==> config.mk <==
export PLATFORM = sky130hd
export DESIGN_NAME = vector_loader
export DESIGN_NICKNAME = d
export VERILOG_FILES = /design/src/rtl/mme_defs.sv /design/src/rtl/vector_bank.sv /design/src/rtl/vector_loader.sv
export SDC_FILE = /design/constraint.sdc
export NUM_CORES = 1
export LEC_CHECK = 0
export ABC_AREA = 1
export CORE_AREA = 2 2 225 227
export DETAILED_ROUTE_END_ITERATION = 8
export DIE_AREA = 0 0 227 229
export GPL_ROUTABILITY_DRIVEN = 0
export PLACE_DENSITY = 0.81
export SLEW_MARGIN = 10
export SYNTH_ARGS = -nofsm -noshare
export SYNTH_HDL_FRONTEND = slang
export SYNTH_SLANG_ARGS = --single-unit
==> constraint.sdc <==
create_clock -name Clock -period 1.6 [get_ports Clock]
set_clock_uncertainty 0.05 [all_clocks]
set_input_delay 0.32 -clock Clock [delete_from_list [all_inputs] [get_ports Clock]]
set_output_delay 0.32 -clock Clock [all_outputs]
set_load 0.02 [all_outputs]
==> src/rtl/mme_defs.sv <==
// Shared definitions for the matrix/vector engine: CLOG2 helper and loader fill states.
`ifndef MME_DEFS_SV
`define MME_DEFS_SV

`define CLOG2(x) (((x) > 1) ? $clog2(x) : 1)

package mme_defs;

    typedef enum logic {
        FILL = 1'b0,
        FULL = 1'b1
    } fill_state_t;

endpackage

`endif

==> src/rtl/vector_bank.sv <==
// One DIM-slot A/B register bank with an indexed write port and a FILL/FULL flag.
module vector_bank
    import mme_defs::*;
#(
    parameter int DIM = 8,
    parameter int AW  = 32,
    parameter int BW  = 32,
    parameter int CW  = 3
) (
    input  logic              Clock,
    input  logic              Reset,
    input  logic              wr_en,
    input  logic [CW-1:0]     wr_idx,
    input  logic [AW-1:0]     wr_a,
    input  logic [BW-1:0]     wr_b,
    input  logic              set_full,
    input  logic              clr_full,
    output logic [DIM*AW-1:0] A,
    output logic [DIM*BW-1:0] B,
    output logic              full
);

    fill_state_t state;
    fill_state_t state_next;

    always_ff @(posedge Clock) begin
        if (Reset) begin
            state <= FILL;
        end else begin
            state <= state_next;
        end
    end

    always_comb begin
        state_next = state;
        case (state)
            FILL:    if (set_full) state_next = FULL;
            FULL:    if (clr_full) state_next = FILL;
            default: state_next = FILL;
        endcase
    end

    assign full = (state == FULL);

    always_ff @(posedge Clock) begin
        if (Reset) begin
            A <= '0;
            B <= '0;
        end else if (wr_en) begin
            for (int i = 0; i < DIM; i++) begin
                if (wr_idx == CW'(i)) begin
                    A[i*AW +: AW] <= wr_a;
                    B[i*BW +: BW] <= wr_b;
                end
            end
        end
    end

endmodule

==> src/rtl/vector_loader.sv <==
// Serial-to-parallel A/B vector loader feeding the dot-product stage.
// Define VECTOR_LOADER_DOUBLE_BUF_EN for ping-pong banks (fill one while the other drains).
module vector_loader #(
    parameter int DIM          = 8,
    parameter int A_DATA_WIDTH = 32,
    parameter int B_DATA_WIDTH = 32
) (
    input  logic                        Clock,
    input  logic                        Reset,
    input  logic                        InValid,
    output logic                        InReady,
    input  logic [A_DATA_WIDTH-1:0]     InA,
    input  logic [B_DATA_WIDTH-1:0]     InB,
    output logic                        OutValid,
    input  logic                        OutReady,
    output logic [DIM*A_DATA_WIDTH-1:0] A,
    output logic [DIM*B_DATA_WIDTH-1:0] B
);

    localparam int CW = `CLOG2(DIM);
`ifdef VECTOR_LOADER_DOUBLE_BUF_EN
    localparam int NB = 2;
`else
    localparam int NB = 1;
`endif

    logic [CW-1:0] count;
    logic          accept;
    logic          last;
    logic          handshake;
    logic [NB-1:0] full;
    logic [NB-1:0] wr_en;
    logic [NB-1:0] clr_full;
    logic [DIM*A_DATA_WIDTH-1:0] bank_a [NB];
    logic [DIM*B_DATA_WIDTH-1:0] bank_b [NB];

    assign accept    = InValid && InReady;
    assign handshake = OutValid && OutReady;
    assign last      = (count == CW'(DIM - 1));

    // Write slot wraps on the last accept, so a full bank always restarts at 0.
    always_ff @(posedge Clock) begin
        if (Reset) begin
            count <= '0;
        end else if (accept) begin
            count <= last ? '0 : count + 1'b1;
        end
    end

`ifdef VECTOR_LOADER_DOUBLE_BUF_EN
    logic wr_sel;
    logic rd_sel;

    always_ff @(posedge Clock) begin
        if (Reset) begin
            wr_sel <= 1'b0;
            rd_sel <= 1'b0;
        end else begin
            if (accept && last) wr_sel <= ~wr_sel;
            if (handshake) rd_sel <= ~rd_sel;
        end
    end

    assign InReady  = ~full[wr_sel];
    assign OutValid = full[rd_sel];
    assign A        = bank_a[rd_sel];
    assign B        = bank_b[rd_sel];

    for (genvar i = 0; i < NB; i++) begin : g_sel
        assign wr_en[i]    = accept && (wr_sel == 1'(i));
        assign clr_full[i] = handshake && (rd_sel == 1'(i));
    end
`else
    assign InReady     = ~full[0];
    assign OutValid    = full[0];
    assign A           = bank_a[0];
    assign B           = bank_b[0];
    assign wr_en[0]    = accept;
    assign clr_full[0] = handshake;
`endif

    for (genvar i = 0; i < NB; i++) begin : g_bank
        vector_bank #(
            .DIM (DIM),
            .AW  (A_DATA_WIDTH),
            .BW  (B_DATA_WIDTH),
            .CW  (CW)
        ) u_bank (
            .Clock    (Clock),
            .Reset    (Reset),
            .wr_en    (wr_en[i]),
            .wr_idx   (count),
            .wr_a     (InA),
            .wr_b     (InB),
            .set_full (wr_en[i] && last),
            .clr_full (clr_full[i]),
            .A        (bank_a[i]),
            .B        (bank_b[i]),
            .full     (full[i])
        );
    end

endmodule

Word level (Yosys, flattened, before mapping)
Index checks and enable logic that the tools add are counted.
{"block": "classes", "n_addsub": 1, "n_eq_ne": 7, "mux": 4, "bitwise": 1, "n_reduce_logical": 12}
{"operator": "$reduce_and 2->1", "n": 8}
{"operator": "$eq 3x3->1 const B", "n": 4}
{"operator": "$eq 3x2->1 const B", "n": 2}
{"operator": "$add 3x1->3 const B", "n": 1}
{"operator": "$eq 3x1->1 const B", "n": 1}
{"operator": "$logic_and 1x1->1", "n": 3}
{"operator": "$logic_not 3->1", "n": 1}
{"operator": "$mux 3", "n": 1}
{"operator": "$mux 1", "n": 2}
{"operator": "$pmux 1 s2", "n": 1}
{"operator": "$not 1->1", "n": 1}
{"block": "word_totals", "reg_bits": 516, "inputBits": 68, "output_inout_bits": 514, "elab_cells": 43}

Longest topological paths before layout
Gate-level depths: netlist of the first run.
{"block": "logic_depth", "ltp_word": 5, "ltp_mapped": 8, "depth_no_buf": 7}

Hierarchy
A second synthesis of the first run with hierarchy kept.
{"block": "hier_totals", "hier_cells": 2891, "area_unflattened_um2": 20130.6}
{"module": "vector_bank", "instances": 1, "cells_each": 2861, "area_per_inst_um2": 19939.1, "seq_area_each_um2": 10269.8}
{"module": "vector_loader", "instances": 1, "cells_each": 30, "area_per_inst_um2": 191.4, "seq_area_each_um2": 60.1}

Worst setup path before layout of the first run
Ideal clock, no wire load.
{"block": "synth_path", "path_type": "reg-to-reg", "start": "register g_bank[0].u_bank.state", "end": "register g_bank[0].u_bank.A[10]", "setup_ps": 113, "arrival_time_ps": 1489, "t_required_ps": 1437, "setup_slack_ps": -51, "stages_incl_launch_ff": 7, "path_buffers": 1, "synth_period_minus_slack_ps": 1651, "path_cell_list": "dfxtp_1 > clkinv_1 > nand2_2 > nor2_2 > buf_2 > nor2_1 > nor2_1"}
{"block": "synth_via", "elab_chain_len": 3}
{"element": "from (decl)", "line": "vector_bank.sv:23", "rtl": "fill_state_t state;"}
{"element": "from (signal assigned)", "line": "vector_bank.sv:30", "rtl": "state <= state_next;"}
{"element": "$not 1->1", "line": "vector_loader.sv:74", "rtl": "assign InReady = ~full[0];"}
{"element": "named net InReady", "line": "vector_loader.sv:11", "rtl": "output logic InReady,"}
{"element": "$logic_and 1x1->1", "line": "vector_loader.sv:37", "rtl": "assign accept = InValid && InReady;"}
{"element": "$reduce_and 2->1 (no line)"}
{"element": "to (signal, indexed assignment)", "line": "vector_bank.sv:52", "rtl": "A[i*AW +: AW] <= wr_a;"}
{"element": "to (decl)", "line": "vector_bank.sv:18", "rtl": "output logic [DIM*AW-1:0] A,"}
The timed path passes the listed nets, and every way through them passes these cells.
A chain may end at the register's enable or synchronous reset.

Worst setup path in the final report of the first run
{"block": "layout_path", "start": "register g_bank[0].u_bank.A[131]", "end": "output port A[131]"}
{"element": "to (decl)", "line": "vector_loader.sv:16", "rtl": "output logic [DIM*A_DATA_WIDTH-1:0] A,"}
No word-level cell between the ends.

==> run metrics, run 1 <==
crit-path cells clkdlybuf4s15_2; Buf/Inv on CP 1; placed cells around 4,000; Worst EP arrival 1.21 ns; CP required about 1.2 ns; clk sinks 516; #FFs+latches synth 516; Synth area leader dfxtp_1; CP Launch Type register; Total Routing Usage GR 29.2%; prevailing post-synth register cell dfxtp_1; Place WS -0.391 ns; Final ANT Viol Nets 0; area delta synth->final 46.4%; status complete, no violations; Max Freq 0.633 GHz; most frequent cell after synthesis nor2_1; Critical Path Max Stage Delay 0.34 ns; dominant cells by area after synthesis dfxtp_1 (52%), nor2_1 (15%), nand3_1 (13%), nand2_1 (9.9%), a21oi_1 (3.3%); clock buffer count from CTS 53; Worst Slack Setup Final 0.0211 ns; Post-Syn Nets 2,836; drt wl/cell 20.4 µm; Leakage 12.4 nW; Max Slew Vio Count 0; clock insertion delay at the later pin of the skew report 0.59 ns; DRC viols 0; io pins between 500 and 600; post-detail-place hpwl between 50 and 60 mm; fin util 58.4%; Mapped Cells 2,762; Total Power 30.8 mW; Fin. Hold Viols 0; Synth Warn # 0; drt via density 5.26; EDFF count, synth 0; hold crit path type input pin to register; Worst path slowest cell dfxtp_1; post-synthesis sequential area ratio 52.2%; Die Y 229 µm; H-tree depth 2; unrepaired setup endpoints after global routing yes; Root Buffer clkbuf_16; Core Footprint ~0.050 mm²; fraction of layout cells with a size suffix above 1 24.0%; Antenna diodes 0; largest net degree at the start of global routing between 100 and 150; Starting Density 39.9%; final number of setup-violating endpoints 0; min Tclk post-route roughly 1.6 ns; Synth top area share 52.2%; Slew headroom about 66%; P per Cell Area 1060 mW/mm²; Clock Path Buffers 3; final period utilization 98.7%; CP delay by family, top flip-flops; initial antenna violation count 0; Mean Syn Cell Area 7.17 µm²; Crit Path Class register to output port; number of DRC markers in iteration 0 ~2,400; Vias 21,458; number of cells on the critical path 1; worst hold slack 0.224 ns; WL final 83.2 mm; TritonCTS clock tree yes; path depth of the worst reg2reg path 9; maximum vdd drop 963 µV; Hold Crit Depth 5; Syn Std Cell Area 0.0198 mm²; Yosys cell types 18; max cap viols 0; Hold-fix buffers, CTS 0; Finished Layout Cells 4,080; worst slew pin tran between 0.5 and 0.6 ns; Die ar. 0.0520 mm²; die width 227 µm; clock-pin slew on the worst setup and hold paths 0.06 ns; CP endpoint kind output port; GR Overflow Total 0; row cnt 82; Buffers on Ports slightly below 600; nets@finish 3,443; vias in the first global route around 20,000; Post-synth ARST share 0%; first-pass GRT wire length 116 mm; drt pass-1 iters 6; Post-synth top cells nor2_1 (771), nand2_1 (522), dfxtp_1 (516); worst-path maximum fanout 2
==> where the power goes <==
part / switching, mW / internal (mW)
clock network: 5.22 / 7.54
logic: 2.83 / 1.66
registers: 0.252 / 13.3
==> metal layers <==
| metal | vias up | part of all wire, % | GRT usage [%] |
|---|---|---|---|
| met1 | 9959 | 39 | 37.1 |
| li1 | 9974 | - | - |
| met3 | 301 | 9.6 | 4.98 |
| met4 | 0 | 6.7 | 17.3 |
| met2 | 1224 | 45 | 46.4 |
| met5 | - | 0 | 0 |
==> sequential cells by signal, indices dropped and copies added (netlist names) <==
| signal | flops |
|---|---|
| count | 3 |
| g_bank.u_bank.A | 256 |
| g_bank.u_bank.B | 256 |
| g_bank.u_bank.full | 1 |
==> layout by cell type (no fill, tap or decap), types with 2 or more instances in the layout <==
cell / count
dfxtp_1: 512
a21oi_1: 131
buf_8: 4
clkinv_2: 9
nor2_1: 768
clkdlybuf4s50_1: 66
buf_2: 268
nand2_1: 518
bufinv_16: 6
buf_4: 93
clkbuf_16: 69
nor2_4: 10
nand3_1: 512
inv_4: 2
inv_2: 3
buf_6: 6
nand2_2: 5
clkinvlp_4: 2
clkbuf_8: 11
nand3_2: 2
ha_4: 6
buf_16: 3
clkdlybuf4s15_2: 243
clkbuf_1: 13
clkbuf_2: 2
dfxtp_4: 2
inv_1: 70
buf_12: 63
dfxtp_2: 2
==> through the flow <==
stage                     TNS, ns  area (µm²)
final                           0       29000
after global routing       -0.722       29000
after CTS                  -0.273       28900
after detailed placement  -155.64       27500
after global placement    -132.97       27500
after floorplan            -0.552       19800
==> cells by family after synthesis <==
logic type / after synthesis / synth area share (%)
AO/OA/AOI/OAI: 132 / 3.34
adder cells (fa/ha/maj): 6 / 0.379
buffers and inverters: 290 / 6.21
flip-flops: 516 / 52.2
AND/OR/NAND/NOR: 1818 / 37.9
==> timing repair <==
action                                   CTS  global route
endpoints found under the setup margin   531           508
gates cloned                               1            19
hold endpoints to repair                   0             0
pin swaps                                  1             6
resized for setup                       1764           156
buffers inserted                           0            13
==> area by class of cell <==
class	instances	area, µm²
sequential	516	10300
inverter	77	307
clock inverter	17	240
timing repair buffer	765	7330
multi-input combinational	1956	8400
fill	4476	20700
clock buffer	77	1530
tap	672	841
==> path summary, 6_finish.rpt <==
kind	start	end	slack (ns)
hold / removal	Reset	g_bank[0].u_bank.B[60]$_SDFFE_PP0P_	0.22
hold reg to reg	g_bank[0].u_bank.A[227]$_SDFFE_PP0P_	g_bank[0].u_bank.A[227]$_SDFFE_PP0P_	0.41
setup reg to reg	count[0]$_SDFFE_PP0N_	g_bank[0].u_bank.A[69]$_SDFFE_PP0P_	0.03
setup / recovery	g_bank[0].u_bank.A[131]$_SDFFE_PP0P_	A[131]	0.02
Power figures use the tool's default switching activity.
==> run 2: changes to the inputs <==
--- a/config.mk
+++ b/config.mk
@@ -6,11 +6,12 @@
 export NUM_CORES = 1
 export LEC_CHECK = 0
 export ABC_AREA = 1
-export CORE_AREA = 2 2 225 227
+export CORE_AREA = 2 2 260 262
+export CTS_CLUSTER_DIAMETER = 100
 export DETAILED_ROUTE_END_ITERATION = 8
-export DIE_AREA = 0 0 227 229
+export DIE_AREA = 0 0 262 264
 export GPL_ROUTABILITY_DRIVEN = 0
-export PLACE_DENSITY = 0.81
+export PLACE_DENSITY = 0.66
 export SLEW_MARGIN = 10
 export SYNTH_ARGS = -nofsm -noshare
 export SYNTH_HDL_FRONTEND = slang
==> run 2 against run 1 <==
Net effect: the run now ends with negative setup slack left; sequential power is essentially flat; non-clock buffer count grew 25; critical path depth is 7 higher; routed wire length is 7.2% higher; global-route usage is 6.0 points lower; count of clock-buffer cells in the layout up 7; design area decreased by 0.43%; sequential share of layout area increased by 0.22 points; flip-flop and latch count unchanged.
==> run metrics, run 2 (synthesis results as in run 1) <==
Total Power 31.6 mW; clk sinks between 500 and 600; fin util 43.4%; Core Footprint 0.0666 mm²; initial antenna violation count 5; Starting Density 29.7%; Final ANT Viol Nets 0; Vias between 20,000 and 25,000; Clock Path Buffers 3; drt via density around 4.9; die width ~260 µm; violated checks negative setup slack; min Tclk post-route 1.61 ns; unrepaired setup endpoints after global routing yes; Buffers on Ports between 500 and 600; worst slew pin tran ~0.7 ns; commonest non-fill, non-tap cell in the layout nor2_1; final number of setup-violating endpoints 3; area delta synth->final 45.8%; clock buffer count from CTS 57; CP endpoint kind register; Slew headroom 53.8%; Fin. Hold Viols 0; Die Y roughly 260 µm; placed cells 4,164; post-detail-place hpwl 58.5 mm; worst-path maximum fanout 10; Worst EP arrival 2.08 ns; design area 0.0289 mm²; DRC viols 0; clock-pin slew on the worst setup and hold paths 0.06 ns; Place WS -0.394 ns; number of DRC markers in iteration 0 between 1,500 and 2,000; vias in the first global route 18,981; WL final 89.1 mm; commonest non-fill, non-tap cells in the layout nor2_1 (768), nand3_1 (512), dfxtp_1 (497), buf_2 (492), nand2_1 (480); Root Buffer clkbuf_16; Max Freq 0.620 GHz; Worst Slack Setup Final -0.0137 ns; worst hold slack 0.301 ns; Die ar. between 0.06 and 0.07 mm²; status complete, but fails checks; max cap viols 0; io pins between 500 and 600; final setup TNS -0.0216 ns; clock insertion delay at the later pin of the skew report 0.62 ns; largest net degree at the start of global routing 132; CP Launch Type register; Finished Layout Cells 4,320; drt pass-1 iters 5; H-tree depth 2; top flop regs g_bank.u_bank.A x256, g_bank.u_bank.B x256, count x3; TritonCTS clock tree yes; maximum vdd drop between 700 and 800 µV; nets@finish 3,472; Leakage 13.2 nW; row cnt between 90 and 100; Crit Path Class register to register; CP required a little over 2 ns; final period utilization 101%; placed cell area ~0.028 mm²; P per Cell Area ~1100 mW/mm²; GR Overflow Total 0; fraction of layout cells with a size suffix above 1 26.6%; first-pass GRT wire length roughly 120 mm; drt wl/cell 20.6 µm; Total Routing Usage GR ~23%; hold crit path type input pin to register; Max Slew Vio Count 0
## run 2: what timing repair did
action / CTS / global route
setup buffers: 8 / 14
hold endpoints to repair: 5 / 0
endpoints found under the setup margin: 821 / 414
cloned: 4 / 25
gates resized for setup: 2136 / 118
hold buffers: 1 / 0
pin swaps: 6 / 24
## run 2: worst max-delay path: stages (launching register included)
cell,delay (ns)
dfxtp_4,0.36
buf_6,0.12
ha_4,0.17
ha_4,0.18
nand3_4,0.09
buf_12,0.16
clkbuf_16,0.17
nand2_1,0.05
a21oi_1,0.16
## run 2: worst paths after layout
path,endpoint,startpoint,cells after the start,slack [ns]
setup / recovery,g_bank[0].u_bank.B[242]$_SDFFE_PP0P_,count[0]$_SDFFE_PP0N_,8,-0.01
hold / removal,g_bank[0].u_bank.full$_SDFF_PP0_,OutReady,3,0.30
setup reg to reg,g_bank[0].u_bank.B[242]$_SDFFE_PP0P_,count[0]$_SDFFE_PP0N_,8,-0.01
hold reg to reg,g_bank[0].u_bank.B[249]$_SDFFE_PP0P_,g_bank[0].u_bank.B[249]$_SDFFE_PP0P_,2,0.41
## run 2: where the power goes
part / switching [mW] / internal [mW] / leakage [nW] / total, mW
clock: 5.66 / 7.89 / 0.961 / 13.5
sequential: 0.301 / 13.3 / 4.19 / 13.6
combinational: 2.78 / 1.65 / 8.06 / 4.43
## run 2: routing by layer
layer | part of all wire [%] | wire (µm) | track usage [%] | up-vias
li1 | - | - | - | 10061
met1 | 40 | 35700 | 29.4 | 9800
met2 | 47 | 41800 | 38.0 | 944
met3 | 8.8 | 7810 | 4.79 | 178
met4 | 4.3 | 3810 | 9.70 | 2
met5 | 0.018 | 16 | 0 | -
## run 2: layout make-up
| class | count | area [µm²] |
|---|---|---|
| flip-flops and latches | 516 | 10400 |
| diodes | 3 | 7.51 |
| fillers | 6962 | 37700 |
| well taps | 873 | 1090 |
| inverters | 77 | 307 |
| clock inverters | 21 | 259 |
| repair buffers | 790 | 6560 |
| multi-input cells | 1956 | 8580 |
| clock buffers | 84 | 1700 |
